<file path="config.mk">
export PLATFORM = sky130hd
export DESIGN_NAME = if_id_pipe_reg
export DESIGN_NICKNAME = d
export VERILOG_FILES = /design/src/rtl/if_id_pkg.sv /design/src/rtl/if_id_sat_cnt.sv /design/src/rtl/if_id_pipe_reg.sv
export SDC_FILE = /design/constraint.sdc
export NUM_CORES = 1
export LEC_CHECK = 0
export ABC_AREA = 1
export CORE_MARGIN = 10
export CORE_UTILIZATION = 35
export DETAILED_ROUTE_END_ITERATION = 8
export GPL_ROUTABILITY_DRIVEN = 0
export GPL_TIMING_DRIVEN = 0
export PLACE_DENSITY = 0.74
export SLEW_MARGIN = 20
export SYNTH_ARGS = -nofsm -noshare
export SYNTH_HDL_FRONTEND = slang
export SYNTH_SLANG_ARGS = --single-unit
</file>
<file path="constraint.sdc">
create_clock -name clk -period 2.38 [get_ports clk]
set_input_delay 0.238 -clock clk [delete_from_list [all_inputs] [get_ports clk]]
set_output_delay 0.238 -clock clk [all_outputs]
set_load 0.01 [all_outputs]
</file>
<file path="src/rtl/if_id_pkg.sv">
// IF/ID pipeline register shared types and defaults.
// Counters are built in only when IF_ID_PERF_EN is defined.
package if_id_pkg;

  localparam int PC_W_DEF  = 32;
  localparam int INS_W_DEF = 32;
  localparam logic [31:0] NOP_INS_DEF = 32'h0000_0000;

  typedef enum logic [1:0] {
    CTL_RESET = 2'd0,
    CTL_FLUSH = 2'd1,
    CTL_STALL = 2'd2,
    CTL_LOAD  = 2'd3
  } ctl_e;

  // reset > flush > stall > load
  function automatic ctl_e ctl_sel(
    input logic rst,
    input logic flush,
    input logic stall
  );
    if (rst)        return CTL_RESET;
    else if (flush) return CTL_FLUSH;
    else if (stall) return CTL_STALL;
    else            return CTL_LOAD;
  endfunction

endpackage

</file>
<file path="src/rtl/if_id_sat_cnt.sv">
// Saturating event counter with synchronous clear.
// Clear beats increment; the count sticks at all-ones.
module if_id_sat_cnt #(
  parameter int CNT_W = 16
) (
  input  logic             clk,
  input  logic             reset,
  input  logic             clr,
  input  logic             inc,
  output logic [CNT_W-1:0] cnt
);

  logic [CNT_W-1:0] r_cnt;

  always_ff @(posedge clk) begin
    if (reset || clr) begin
      r_cnt <= '0;
    end else if (inc && (r_cnt != '1)) begin
      r_cnt <= r_cnt + 1'b1;
    end
  end

  assign cnt = r_cnt;

endmodule

</file>
<file path="src/rtl/if_id_pipe_reg.sv">
// IF/ID pipeline register with stall, flush and bubble insertion.
// Define IF_ID_PERF_EN to add stall/flush performance counters.
module if_id_pipe_reg
  import if_id_pkg::*;
#(
  parameter int PC_W  = PC_W_DEF,
  parameter int INS_W = INS_W_DEF,
  parameter logic [INS_W-1:0] NOP_INS = INS_W'(NOP_INS_DEF),
  parameter int CNT_W = 16
) (
  input  logic             clk,
  input  logic             reset,
  input  logic             stall_i,
  input  logic             flush_i,
  input  logic             valid_i,
  input  logic [PC_W-1:0]  PCp4_i,
  input  logic [INS_W-1:0] ins_i,
`ifdef IF_ID_PERF_EN
  input  logic             cnt_clr_i,
  output logic [CNT_W-1:0] stall_cnt_o,
  output logic [CNT_W-1:0] flush_cnt_o,
`endif
  output logic [PC_W-1:0]  PCp4_o,
  output logic [INS_W-1:0] ins_o,
  output logic             valid_o
);

  ctl_e w_ctl;

  logic [PC_W-1:0]  r_pcp4;
  logic [INS_W-1:0] r_ins;
  logic             r_valid;

  always_comb begin
    w_ctl = ctl_sel(reset, flush_i, stall_i);
  end

  always_ff @(posedge clk) begin
    unique case (w_ctl)
      CTL_RESET, CTL_FLUSH: begin
        r_pcp4  <= '0;
        r_ins   <= NOP_INS;
        r_valid <= 1'b0;
      end
      CTL_STALL: begin
        r_pcp4  <= r_pcp4;
        r_ins   <= r_ins;
        r_valid <= r_valid;
      end
      CTL_LOAD: begin
        r_pcp4  <= PCp4_i;
        r_ins   <= valid_i ? ins_i : NOP_INS;
        r_valid <= valid_i;
      end
      default: begin
        r_pcp4  <= '0;
        r_ins   <= NOP_INS;
        r_valid <= 1'b0;
      end
    endcase
  end

  assign PCp4_o  = r_pcp4;
  assign ins_o   = r_ins;
  assign valid_o = r_valid;

`ifdef IF_ID_PERF_EN
  logic w_stall_inc;
  logic w_flush_inc;

  // Only cycles that actually delay or kill a real instruction count.
  assign w_stall_inc = stall_i & ~flush_i & r_valid;
  assign w_flush_inc = flush_i & r_valid;

  if_id_sat_cnt #(
    .CNT_W (CNT_W)
  ) u_stall_cnt (
    .clk   (clk),
    .reset (reset),
    .clr   (cnt_clr_i),
    .inc   (w_stall_inc),
    .cnt   (stall_cnt_o)
  );

  if_id_sat_cnt #(
    .CNT_W (CNT_W)
  ) u_flush_cnt (
    .clk   (clk),
    .reset (reset),
    .clr   (cnt_clr_i),
    .inc   (w_flush_inc),
    .cnt   (flush_cnt_o)
  );
`endif

endmodule

</file>
Word-level counts from Yosys, hierarchy flattened
Index checks and enable logic that the tools add are counted.
- reduce and logical (&&, ||, !) cells: 2
- equal/unequal tests: 3
- mux-type cells: 7
- operator list (operator ; count):
    case mux 32 bit (2 select lines) ; 2
    two-way mux 32 bit ; 1
    == test 2 bit, second input constant ; 2
    two-way mux 2 bit ; 2
    == test 2 x 1 -> 1 bit, second input constant ; 1
    logical NOT 2 bit ; 1
    case mux 1 bit (2 select lines) ; 1
    OR reduction 2 bit ; 1
    two-way mux 1 bit ; 1
- register bits after elaboration: 65
- input port bits: 69

Logic depth before layout (Yosys ltp)
Gate-level depths: netlist of the first run.
- depth after elaboration: 6
- depth in mapped cells: 4

Worst setup path after synthesis of the first run
Ideal clock, no wire load.
- kind: input port to flip-flop
- start: input flush_i
- end: register r_pcp4[0], in the netlist PCp4_o[0], enable pin
- stages on the path: 2
- slack: 0.222 ns
- library setup time: 0.697 ns
- data required time: 1.683 ns
- path buffers: 0
- arrival time: 1.461 ns
- cell sequence: nor2_4 -> nand2_1
- word-level cells in the longest chain between the ends: 3
- RTL lines (item ; line ; text):
    start: declaration ; if_id_pipe_reg.sv:14 ; input logic flush_i,
    two-way mux 2 bit ; if_id_pkg.sv:23 ; else if (flush) return CTL_FLUSH;
    two-way mux 2 bit ; if_id_pkg.sv:22 ; if (rst) return CTL_RESET;
    == test 2 bit ; if_id_pipe_reg.sv:39 ; unique case (w_ctl)
    end signal: assignment ; if_id_pipe_reg.sv:46 ; r_pcp4 <= r_pcp4;
    end signal: assignment ; if_id_pipe_reg.sv:51 ; r_pcp4 <= PCp4_i;
    end: declaration ; if_id_pipe_reg.sv:30 ; logic [PC_W-1:0] r_pcp4;
Every way passes these cells.
A chain may end at the register's enable or synchronous reset.

Worst setup path in the final report of the first run
- start: register r_pcp4[16], in the netlist PCp4_o[16]
- end: output PCp4_o[16]
- RTL lines (item ; line ; text):
    end: declaration ; if_id_pipe_reg.sv:23 ; output logic [PC_W-1:0] PCp4_o,
No word-level cell between the ends.

==> results of run 1 <==
worst paths after layout:
path              startpoint         end  slack, ps  cells after the start
setup / recovery  PCp4_o[16]  PCp4_o[16]        910                      1
hold / removal    PCp4_i[27]  PCp4_o[27]        550                      3
final cells by class:
cell class / instances / area [um^2] / area share
flip-flops and latches: 65 / 1950 / 0.463
plain buffers: 6 / 67.6 / 0.0160
multi-input cells: 68 / 322 / 0.0762
clock inverters: 4 / 20.0 / 0.00474
repair buffers: 134 / 1350 / 0.320
inverters: 66 / 248 / 0.0587
well taps: 99 / 124 / 0.0294
clock buffers: 12 / 135 / 0.0320
state kept, by name, indices dropped and copies added, names as in the netlist:
| signal | cells |
|---|---|
| PCp4_o | 32 |
| ins_o | 32 |
| valid_o | 1 |
kinds of logic after synthesis:
family	count (synthesis)	synth area share
buffers and inverters	72	0.122
flip-flops	65	0.756
AND/OR/NAND/NOR	68	0.122
metrics by stage:
step                std cells  instance area [um^2]  worst slack [ps]   util
finish                    454                  4220               915  0.585
global route              454                  4220               845  0.585
CTS                       454                  4220               883  0.585
detailed placement        438                  4060               594  0.563
global placement          437                  4040              -886  0.559
floorplan                 205                  2580               222      -
power by group through the flow:
stage	Sequential (uW)	Clock [uW]	Combinational [uW]
6_report	1340	762	357
3_5_place_dp	1360	0	363
3_3_place_gp	1360	0	353
4_1_cts	1340	791	365
2_1_floorplan	1400	0	61.0
5_1_grt	1340	844	383
synth_stat cells:
cell	number	area, um^2
nand2_2	1	6.26
nand2_1	1	3.75
nor2_4	2	22.5
nor2_1	52	195
nand3_4	1	17.5
inv_1	66	248
buf_6	6	67.6
nor2_2	11	68.8
edfxtp_1	65	1950
per-layer routing:
metal	track usage	up-vias	part of all wire
met5	0	-	0
met4	0.0464	0	0.0071
met3	0.0475	4	0.084
met2	0.209	77	0.53
met1	0.119	805	0.38
li1	-	905	-
==> summary.md, run 1 <==
| Metric | Value |
|---|---|
| Status | finished, final reports clean |
| Fillers | 632 |
| Clock buffer depth | 2 |
| Max IR drop VDD | 0.285 mV |
| Rel. slew slack | 0.742 |
| DP HPWL | 5.25 mm |
| Drt total wl | 6.52 mm |
| Overflow after GRT | 0 |
| Layout cells sized above 1 | 0.101 |
| Slew Limit Fails | 0 |
| Syn nets | 274 |
| Maxcap violations | 0 |
| Commonest non-fill, non-tap cell in the layout | clkdlybuf4s50_1 |
| Most frequent cells in the layout | clkdlybuf4s50_1 (133), inv_1 (66), edfxtp_1 (65), nor2_1 (52), nor2_2 (11) |
| Pleak | 0.00189 uW |
| Final hold viol count | 0 |
| H-tree depth | 3 |
| Yosys warns | 0 |
| Sw Pwr | 541 uW |
| Global-route wire length before repair | 10.2 mm |
| Vias | 1791 |
| Post-CTS sizing | 0 |
| Clock network fraction of total power | 0.310 |
| Routed Antenna Nets | 0 |
| Port-buffer cells | 133 |
| Slowest CP cell | clkdlybuf4s50_1 |
| TritonCTS buffer count | 9 |
| Setup violators final | 0 |
| Die span in x | 106 um |
| Synth Cell Area | 2580 um^2 |
| Root Driver | clkbuf_8 |
| CP required | 2140 ps |
| Area Overhead vs Synth | 63.5% |
| Yosys cell types | 9 |
| Total Nets Final | 419 |
| Largest net degree at the start of global routing | 39 |
| Tcrit/Tclk final | 0.616 |
| Drt wl/cell | 14.4 um |
| Via/cell ratio | 3.94 |
| Iteration count of the initial detailed-routing pass | 4 |
| Top delay family on crit path | buffers and inverters |
| Setup tns final | 0 ps |
| Core area | 7210 um^2 |
| Critical Path AT | 1230 ps |
| Sequential share of power | 0.545 |
| Min Tclk post-route | 1470 ps |
| Starting Density | 0.358 |
| Comb power frac | 0.145 |
| Synthesized flop and latch total | 65 |
| CP bufs+invs | 1 |
| Hold Crit Class | in2reg |
| GRT Overall Usage | 0.117 |
| Hold buffers post-CTS | 0 |
| Worst setup SP type | flop |
| Internal | 1920 uW |
| Initial antenna violation count | 0 |
| Fin Hold WS | 545 ps |
| Power per cell area | 582 nW/um^2 |
| Slowest stage delay, CP | 560 ps |
| Clock transition at path regs | 70 ps |
| Vias in the first global route | 1912 |
| Num ports | 134 |
| CTS tree | yes |
| Worst path cell trace | clkdlybuf4s50_1 |
| Crit-path max FO | 1 |
| DIE HEIGHT | 106 um |
| Sequential cell area fraction in the yosys report | 0.756 |
| Die area | 11200 um^2 |
| Slew @ Worst Pin | 387 ps |
| Setup Fix Bufs, Post-CTS | 0 |
| Crit end category | output port |
| Final Power | 2460 uW |
| Antenna diode count | 0 |
| Syn Area/Cell | 12.6 um^2 |
| Residual DRC | 0 |
| Row Count | 31 |
| DRT iter0 DRCs | 45 |
| Clock sink count | 65 |
| Setup CP Type | reg2out |
| Unrepaired setup endpoints after global routing | no |
| Mapped Cells | 205 |
| Switching part of the total power | 0.220 |
| Max frequency | 682 MHz |
(Power assumes the default switching activity.)
==> run 2: changes to the inputs <==
--- a/config.mk
+++ b/config.mk
@@ -11,7 +11,7 @@
 export DETAILED_ROUTE_END_ITERATION = 8
 export GPL_ROUTABILITY_DRIVEN = 0
 export GPL_TIMING_DRIVEN = 0
-export PLACE_DENSITY = 0.74
+export PLACE_DENSITY = 0.77
 export SLEW_MARGIN = 20
 export SYNTH_ARGS = -nofsm -noshare
 export SYNTH_HDL_FRONTEND = slang
==> constraint.sdc (replaced) <==
create_clock -name clk -period 1.2 [get_ports clk]
set_input_delay 0.12 -clock clk [delete_from_list [all_inputs] [get_ports clk]]
set_output_delay 0.12 -clock clk [all_outputs]
set_load 0.01 [all_outputs]
==> summary.md, run 2 (synthesis gave the netlist of run 1 again) <==
| Metric | Value |
|---|---|
| Status | finished, final reports clean |
| Tcrit/Tclk final | 0.971 |
| Setup Fix Bufs, Post-CTS | 0 |
| Pleak | 0.00213 uW |
| Most frequent cells in the layout | clkdlybuf4s50_1 (67), inv_1 (66), edfxtp_1 (65), dlygate4sd2_1 (65), nor2_1 (52) |
| Core area | 7210 um^2 |
| Clock network fraction of total power | 0.345 |
| Setup CP Type | in2reg |
| Switching part of the total power | 0.215 |
| Hold Path Depth | 4 |
| TritonCTS buffer count | 9 |
| Worst setup SP type | input port |
| Post-layout util | 0.576 |
| Comb power frac | 0.123 |
| DIE HEIGHT | 106 um |
| Clock sink count | 65 |
| Sw Pwr | 1070 uW |
| Die span in x | 106 um |
| Crit end category | flop |
| Slowest stage delay, CP | 580 ps |
| Routed Antenna Nets | 0 |
| Num ports | 134 |
| Power per cell area | 1200 nW/um^2 |
| CP Launch Point | stall_i |
| Max IR drop VDD | 0.647 mV |
| Root Driver | clkbuf_8 |
| Iteration count of the initial detailed-routing pass | 4 |
| Slowest CP cell | clkdlybuf4s50_1 |
| Commonest non-fill, non-tap cell in the layout | clkdlybuf4s50_1 |
| Setup violators final | 0 |
| Worst Hold Path EP | ins_o[25] |
| Max frequency | 858 MHz |
| CTS tree | yes |
| H-tree depth | 3 |
| Final hold viol count | 0 |
| Drt wl/cell | 14.9 um |
| Layout cells sized above 1 | 0.0960 |
| Critical Path AT | 1250 ps |
| Maxcap violations | 0 |
| Area Overhead vs Synth | 60.9% |
| Largest net degree at the start of global routing | 66 |
| Total Nets Final | 418 |
| DP HPWL | 5.25 mm |
| Overflow after GRT | 0 |
| Drt total wl | 6.73 mm |
| Min-delay src | flush_i |
| Antenna diode count | 0 |
| Die area | 11200 um^2 |
| Clock transition at path regs | 70 ps |
| Initial antenna violation count | 0 |
| Min Tclk post-route | 1170 ps |
| Row Count | 31 |
| Fin Hold WS | 311 ps |
| Hold Crit Class | in2reg |
| Starting Density | 0.358 |
| Vias in the first global route | 1932 |
| Port-buffer cells | 133 |
| GRT Overall Usage | 0.121 |
| DRT iter0 DRCs | 66 |
| CP required | 1280 ps |
| Vias | 1785 |
| Via/cell ratio | 3.94 |
| Internal | 3920 uW |
| Global-route wire length before repair | 10.3 mm |
| Crit-path max FO | 10 |
| Residual DRC | 0 |
| Worst path cell trace | clkdlybuf4s50_1 -> inv_1 -> nand2_2 -> buf_6 -> nor2_1 |
| Clock buffer depth | 2 |
| Unrepaired setup endpoints after global routing | no |
| Setup tns final | 0 ps |
| Slew Limit Fails | 0 |
| Sequential share of power | 0.531 |
| Slew @ Worst Pin | 487 ps |
| Rel. slew slack | 0.675 |
==> run 2: cell count changes in the layout (fill, tap and decap cells not counted) <==
cell             before  now
bufinv_16             0    1
clkinv_2              4    2
clkinv_1              0    1
buf_12                1    0
nand2_8               0    1
clkdlybuf4s50_1     133   67
dlygate4sd2_1         0   65
dlymetal6s2s_1        0    1
nand2_4               1    0
==> run 2: repair_timing <==
item	in CTS	in global routing
setup endpoints to repair	130	47
hold buffers	0	0
resized for setup	66	1
pin swaps	0	1
==> run 2: cell type report <==
class                           count  area, um^2
Fill cell                         663        3060
Sequential cell                    65        1950
Timing Repair Buffer              133        1250
Multi-Input combinational cell     68         330
Inverter                           66         248
Clock buffer                       12         135
Tap cell                           99         124
Buffer                              6        67.6
Clock inverter                      4        43.8
==> run 2: critical path, delay by kind of cell <==
| kind | cells | cell delay [ps] |
|---|---|---|
| buf+inv | 3 | 880 |
| simple gates | 2 | 250 |
==> run 2: worst max-delay path by stage <==
stage                      end  cells after the start
CTS                  ins_o[28]                      1
detailed placement  PCp4_o[29]                      3
global route        PCp4_o[11]                      5
floorplan            PCp4_o[0]                      2
finish               PCp4_o[9]                      5
global placement    PCp4_o[19]                      3
==> run 2: power by group through the flow <==
stage / Combinational (uW) / Sequential [uW] / Clock, uW
2_1_floorplan: 123 / 2780 / 0
3_3_place_gp: 701 / 2700 / 0
3_5_place_dp: 710 / 2710 / 0
4_1_cts: 628 / 2660 / 1770
5_1_grt: 668 / 2670 / 1870
6_report: 615 / 2650 / 1720
==> run 2: per-layer routing <==
metal	part of all wire	GRT usage
met5	0	0
met3	0.099	0.0621
met1	0.34	0.109
met2	0.54	0.219
met4	0.018	0.0542
==> run 2: through the flow <==
stage	total power, uW	instances	worst slack (ps)	instance area [um^2]
finish	4990	453	34.5	4150
global route	5200	453	3.31	4150
CTS	5060	453	29.4	4150
detailed placement	3420	437	-540	4040
global placement	3400	437	-514	4040
floorplan	2900	205	164	2590
